$ cat config.mk
export PLATFORM = sky130hd
export DESIGN_NAME = serial_subtractor_flat
export DESIGN_NICKNAME = d
export VERILOG_FILES = /design/src/rtl/serial_subtractor_pkg.sv /design/src/rtl/serial_subtractor_if.sv /design/src/rtl/serial_subtractor_fs.sv /design/src/rtl/serial_subtractor.sv /design/src/flat_wrapper.sv
export SDC_FILE = /design/constraint.sdc
export NUM_CORES = 1
export LEC_CHECK = 0
export CAP_MARGIN = 25
export CORE_MARGIN = 5
export CORE_UTILIZATION = 50
export CTS_CLUSTER_SIZE = 28
export DETAILED_ROUTE_END_ITERATION = 6
export PLACE_DENSITY = 0.8
export SYNTH_ARGS = -nofsm -noshare
export SYNTH_HDL_FRONTEND = slang
export SYNTH_SLANG_ARGS = --single-unit
$ cat constraint.sdc
create_clock -name clk -period 4.8 [get_ports clk]
set_input_delay 0.72 -clock clk [delete_from_list [all_inputs] [get_ports clk]]
set_output_delay 0.72 -clock clk [all_outputs]
set_load 0.005 [all_outputs]
$ cat src/rtl/serial_subtractor_pkg.sv
// Shared definitions for the bit-serial subtractor: FSM state encoding and
// the default operand width.
package sub_pkg;

   typedef enum logic [1:0] {
      IDLE  = 2'd0,
      SHIFT = 2'd1,
      DONE  = 2'd2
   } sub_state_t;

   localparam int SUB_DEFAULT_N = 8;

endpackage

$ cat src/rtl/serial_subtractor_if.sv
// Operand/result handshake bundle for serial_subtractor.
// The ovf signal exists only when SUB_OVF_EN is defined.
interface serial_subtractor_if
   import sub_pkg::*;
#(
   parameter int N = SUB_DEFAULT_N
);
   logic         start_valid;
   logic         start_ready;
   logic [N-1:0] a;
   logic [N-1:0] b;
   logic [N-1:0] diff;
   logic         bout;
`ifdef SUB_OVF_EN
   logic         ovf;
`endif
   logic         done_valid;
   logic         done_ready;

`ifdef SUB_OVF_EN
   // Operand source / result sink side
   modport master (
      output start_valid, a, b, done_ready,
      input  start_ready, diff, bout, ovf, done_valid
   );
   // Subtractor side
   modport slave (
      input  start_valid, a, b, done_ready,
      output start_ready, diff, bout, ovf, done_valid
   );
`else
   // Operand source / result sink side
   modport master (
      output start_valid, a, b, done_ready,
      input  start_ready, diff, bout, done_valid
   );
   // Subtractor side
   modport slave (
      input  start_valid, a, b, done_ready,
      output start_ready, diff, bout, done_valid
   );
`endif

endinterface

$ cat src/rtl/serial_subtractor_fs.sv
// Single-bit full subtractor: d = x - y - borrow_in, bo = borrow out.
module fs (
   input  logic xi,
   input  logic yi,
   input  logic bi,
   output logic d,
   output logic bo
);

   assign d  = xi ^ yi ^ bi;
   assign bo = (~xi & yi) | (~(xi ^ yi) & bi);

endmodule

$ cat src/rtl/serial_subtractor.sv
// Bit-serial two's-complement subtractor, diff = a - b, LSB first through a
// single registered borrow. Operands and result move over valid/ready.
// Optional signed-overflow flag is built when SUB_OVF_EN is defined.
module serial_subtractor
   import sub_pkg::*;
#(
   parameter int N = SUB_DEFAULT_N
) (
   input logic               clk,
   input logic               rst,
   serial_subtractor_if.slave bus
);

   // Counter needs at least one bit even for N = 1
   localparam int CNT_W = (N > 1) ? $clog2(N) : 1;
   localparam logic [CNT_W-1:0] LAST = CNT_W'(N - 1);

   sub_state_t     state;
   sub_state_t     state_next;
   logic [CNT_W-1:0] cnt;
   logic           br;
   logic           br_next;
   logic           d;
   logic           last;
   logic [N-1:0]   a_sh;
   logic [N-1:0]   b_sh;
   logic [N-1:0]   diff_sh;
   logic [N-1:0]   diff_next;
   logic           start_ready;
   logic           done_valid;

   assign last = (cnt == LAST);

   fs u_fs (
      .xi (a_sh[0]),
      .yi (b_sh[0]),
      .bi (br),
      .d  (d),
      .bo (br_next)
   );

   // State register
   always_ff @(posedge clk) begin
      if (rst) state <= IDLE;
      else     state <= state_next;
   end

   // Next-state and handshake outputs
   always_comb begin
      state_next  = state;
      start_ready = 1'b0;
      done_valid  = 1'b0;
      case (state)
         IDLE: begin
            start_ready = 1'b1;
            if (bus.start_valid) state_next = SHIFT;
         end
         SHIFT: begin
            if (last) state_next = DONE;
         end
         DONE: begin
            done_valid = 1'b1;
            if (bus.done_ready) state_next = IDLE;
         end
         default: state_next = IDLE;
      endcase
   end

   // New result bit enters at the MSB, earlier bits move toward the LSB
   always_comb begin
      diff_next        = diff_sh >> 1;
      diff_next[N-1]   = d;
   end

   // Operand shift registers: loaded on acceptance, drained one bit per SHIFT cycle
   always_ff @(posedge clk) begin
      if (state == IDLE && bus.start_valid) begin
         a_sh <= bus.a;
         b_sh <= bus.b;
      end else if (state == SHIFT) begin
         a_sh <= a_sh >> 1;
         b_sh <= b_sh >> 1;
      end
   end

   // Counter, borrow and result registers; result survives IDLE until next op
   always_ff @(posedge clk) begin
      if (rst) begin
         cnt     <= '0;
         br      <= 1'b0;
         diff_sh <= '0;
      end else begin
         case (state)
            IDLE: begin
               if (bus.start_valid) begin
                  cnt <= '0;
                  br  <= 1'b0;
               end
            end
            SHIFT: begin
               diff_sh <= diff_next;
               br      <= br_next;
               if (!last) cnt <= cnt + 1'b1;
            end
            default: ;
         endcase
      end
   end

`ifdef SUB_OVF_EN
   logic ovf_q;

   // On the last SHIFT cycle a_sh[0]/b_sh[0] are the operand sign bits and d is the result sign
   always_ff @(posedge clk) begin
      if (rst)                      ovf_q <= 1'b0;
      else if (state == SHIFT && last) ovf_q <= (a_sh[0] != b_sh[0]) && (d != a_sh[0]);
   end

   assign bus.ovf = ovf_q;
`endif

   assign bus.start_ready = start_ready;
   assign bus.done_valid  = done_valid;
   assign bus.diff        = diff_sh;
   assign bus.bout        = br;

endmodule

$ cat src/flat_wrapper.sv
// flat-port wrapper written by rule: the top's interface ports become plain ports
module serial_subtractor_flat import sub_pkg::*;
#(
   parameter int N = SUB_DEFAULT_N
)
  (clk, rst, bus_start_valid, bus_a, bus_b, bus_done_ready, bus_start_ready, bus_diff, bus_bout, bus_done_valid);
  serial_subtractor_if #(.N(N)) bus_i ();
  input logic clk;
  input logic rst;
  input wire logic [$bits(bus_i.start_valid)-1:0] bus_start_valid;
  input wire logic [$bits(bus_i.a)-1:0] bus_a;
  input wire logic [$bits(bus_i.b)-1:0] bus_b;
  input wire logic [$bits(bus_i.done_ready)-1:0] bus_done_ready;
  output wire logic [$bits(bus_i.start_ready)-1:0] bus_start_ready;
  output wire logic [$bits(bus_i.diff)-1:0] bus_diff;
  output wire logic [$bits(bus_i.bout)-1:0] bus_bout;
  output wire logic [$bits(bus_i.done_valid)-1:0] bus_done_valid;
  assign bus_i.start_valid = bus_start_valid;
  assign bus_i.a = bus_a;
  assign bus_i.b = bus_b;
  assign bus_i.done_ready = bus_done_ready;
  assign bus_start_ready = bus_i.start_ready;
  assign bus_diff = bus_i.diff;
  assign bus_bout = bus_i.bout;
  assign bus_done_valid = bus_i.done_valid;
  serial_subtractor #(.N(N)) u_core (.clk(clk), .rst(rst), .bus(bus_i));
endmodule
==> impl_metrics.csv <==
group,metric,value,unit
run_status,status,"finished, final reports clean",
logic_synthesis,ys_seq_area_share,58.6,%
cells_and_area,fin_util,67.0,%
global_routing,grtUsageTotal,14.7,%
floorplan,row_count,18,
setup_path,end_kind,"flip-flop",
placement,gp_congestion,0.692,
clocking,clkSinkCount,30,
timing,timing.final.ws_setup,2.43,ns
detailed_routing,avgRoutedWirePerCell,14.9,um
cells_and_area,layout_common_cells,"clkdlybuf4s50_1 (30), nand2_1 (16), edfxtp_1 (16), mux2_4 (14), dfxtp_1 (14)",
floorplan,start_util,52.4,%
placement,dp_slack,2.08,ns
timing,setup_tns,0,ns
cells_and_area,area_growth,28.0,%
floorplan,die-area,3710,um2
timing,tightest_slew,0.921,ns
global_routing,grt_pass1_vias,873,
placement,hpwlAfterDp,1.76,mm
detailed_routing,viasPerCell,5.24,
detailed_routing,routed_wirelength,2.45,mm
floorplan,boundaryPins,31,
detailed_routing,ant_nets,0,
clocking,htreeDepth,2,
timing,finClkSkew,0.00872,ns
logic_synthesis,synth-async-reset-ratio,0,%
detailed_routing,drc_errors,0,
global_routing,grt_max_degree,21,
timing,setup_viol,0,
floorplan,die_w,60.9,um
timing,slew_headroom,38.4,%
min_path,hold_path.startpoint,"u_core.bus.diff[0]",
detailed_routing,wl_met3,146,um
logic_synthesis,synth_area,1300,um2
setup_path,r2r-start,"u_core.state[1]",
logic_synthesis,synth_ff_type,"edfxtp_1",
logic_synthesis,yosys_warnings,0,
detailed_routing,dr_total_vias,860,
setup_path,arrival,2.33,ns
timing,fin_crit_sh,49.4,%
setup_path,max_stage_delay,0.57,ns
detailed_routing,dr.pass1.iters,4,
detailed_routing,wl_met1,1.03,mm
setup_path,worstPathCellList,"clkdlybuf4s50_1, or3b_4, nand2_1",
logic_synthesis,synth_edf_count,16,
setup_path,cp_data_required_time,4.75,ns
placement,portBuffers,30,
timing,period_needed,2.37,ns
clocking,path_clk_slew,0.09,ns
global_routing,grt-ovfl-total,0,
pwr,powerDensity,325,nW/um2
min_path,hp-class,"flip-flop to flip-flop",
detailed_routing,drt_iter0_drc,20,
timing,fmax,421,MHz
global_routing,grt_pass1_wl,3.95,mm
logic_synthesis,synth_area_per_cell,12.8,um2
clocking,post_cts_resized,0,
clocking,cts_buffer_depth,2,
logic_synthesis,ys_ff_latch,30,
job,drv_cap,0,
clocking,worst_skew_pair.late_latency,0.32,ns
clocking,cts_setup_buffers,0,
setup_path,path_max_fanout,20,
setup_path,critPathLaunch,"bus_start_valid",
setup_path,slowest_stage,"nand2_1",
cells_and_area,layout.nets,156,
setup_path,crit_family,"simple AND/OR/NAND/NOR gates",
logic_synthesis,syn_inst,101,
floorplan,core_area,2480,um2
setup_path,critPathLaunchType,"input pin",
setup_path,worstSetupPathType,"input pin to flip-flop",
timing,rsz0062_at_grt,"false",
detailed_routing,top_layer,"met4",
detailed_routing,met2_length,1.24,mm
pwr,total_power,0.000540,W
logic_synthesis,synthDistinctLibCells,22,
clocking,hold_buffers,0,
timing,slew_violations,0,
cells_and_area,layout_commonest_cell,"clkdlybuf4s50_1",
floorplan,die_y,60.9,um
clocking,tritoncts,"yes",
setup_path,critPathBufInv,1,
clocking,tritoncts.num_buffers,5,
logic_synthesis,synthesis.nets,124,
cells_and_area,n_antenna_cell,0,
pwr,p_leak,0.646,nW
timing,timing.hold.ws,0.467,ns
clocking,cts-root-buf,"clkbuf_4",
global_routing,grt_antenna_before_repair,0,
cells_and_area,drive_above_1_share,16.4,%
timing,hold_viol_final,0,
pwr,ir_drop,236,uV
final cells by class:
class | instances | area [um2]
clock inverters | 1 | 5.00
fillers | 188 | 817
multi-input cells | 64 | 494
repair buffers | 30 | 300
flip-flops and latches | 30 | 761
inverters | 2 | 7.51
clock buffers | 7 | 55.1
well taps | 30 | 37.5
worst reg2reg max path: cells and delay by family (launching register included):
family | cells | cell delay (ns)
flip-flops | 1 | 0.35
AND/OR/NAND/NOR | 2 | 1.15
through the flow:
| step | cells | cell area [um2] |
|---|---|---|
| 3_5_place_dp | 156 | 1600 |
| 4_1_cts | 164 | 1660 |
| 5_1_grt | 164 | 1660 |
| 2_1_floorplan | 101 | 1300 |
| 6_report | 164 | 1660 |
| 3_3_place_gp | 156 | 1600 |
path summary, 6_finish.rpt:
kind / end / cells after the start / slack, ns
setup / recovery: u_core.a_sh[6] / 3 / 2.43
hold / removal: u_core.bus.diff[0] / 2 / 0.47
hold reg to reg: u_core.bus.diff[0] / 2 / 0.47
setup reg to reg: u_core.a_sh[6] / 2 / 2.92
Yosys cell counts (2+ instances only):
master | number | area, um2
ha_1 | 2 | 25.0
mux2_4 | 14 | 210
nand3b_1 | 2 | 15.0
dfxtp_1 | 14 | 280
clkbuf_1 | 2 | 7.51
edfxtp_1 | 16 | 480
nor2_1 | 3 | 11.3
nand3_1 | 4 | 20.0
and3_1 | 2 | 12.5
nor2b_1 | 2 | 12.5
buf_6 | 2 | 22.5
nand2_1 | 16 | 60.1
inv_1 | 2 | 7.51
a21oi_1 | 12 | 60.1
routing by layer:
metal | vias up | track usage [%]
met5 | - | 0
met2 | 28 | 25.3
met3 | 8 | 4.04
met1 | 402 | 17.4
li1 | 422 | -
met4 | 0 | 5.57
registers in the layout (all words and copies together) (netlist names):
register,count
u_core.bus.bout,1
u_core.a_sh,8
u_core.cnt,3
u_core.bus.diff,8
u_core.b_sh,8
u_core.state,2
where the power goes:
| part | total, W | switching (W) | leakage (nW) | internal [W] |
|---|---|---|---|---|
| Combinational | 0.0000800 | 0.0000317 | 0.338 | 0.0000483 |
| Sequential | 0.000306 | 0.00000848 | 0.273 | 0.000298 |
| Clock | 0.000154 | 0.0000826 | 0.0353 | 0.0000709 |
| Total | 0.000540 | 0.000123 | 0.646 | 0.000417 |
cell families after synthesis:
family                     Yosys count  share of synthesized area (%)
DFF                                 30                           58.6
buffers and inverters                7                           3.28
and+or+nand+nor                     33                           12.6
AOI/OAI and AO/OA                   14                           5.79
adders and majority gates            3                           3.47
muxes                               14                           16.2
(Power assumes the default switching activity.)
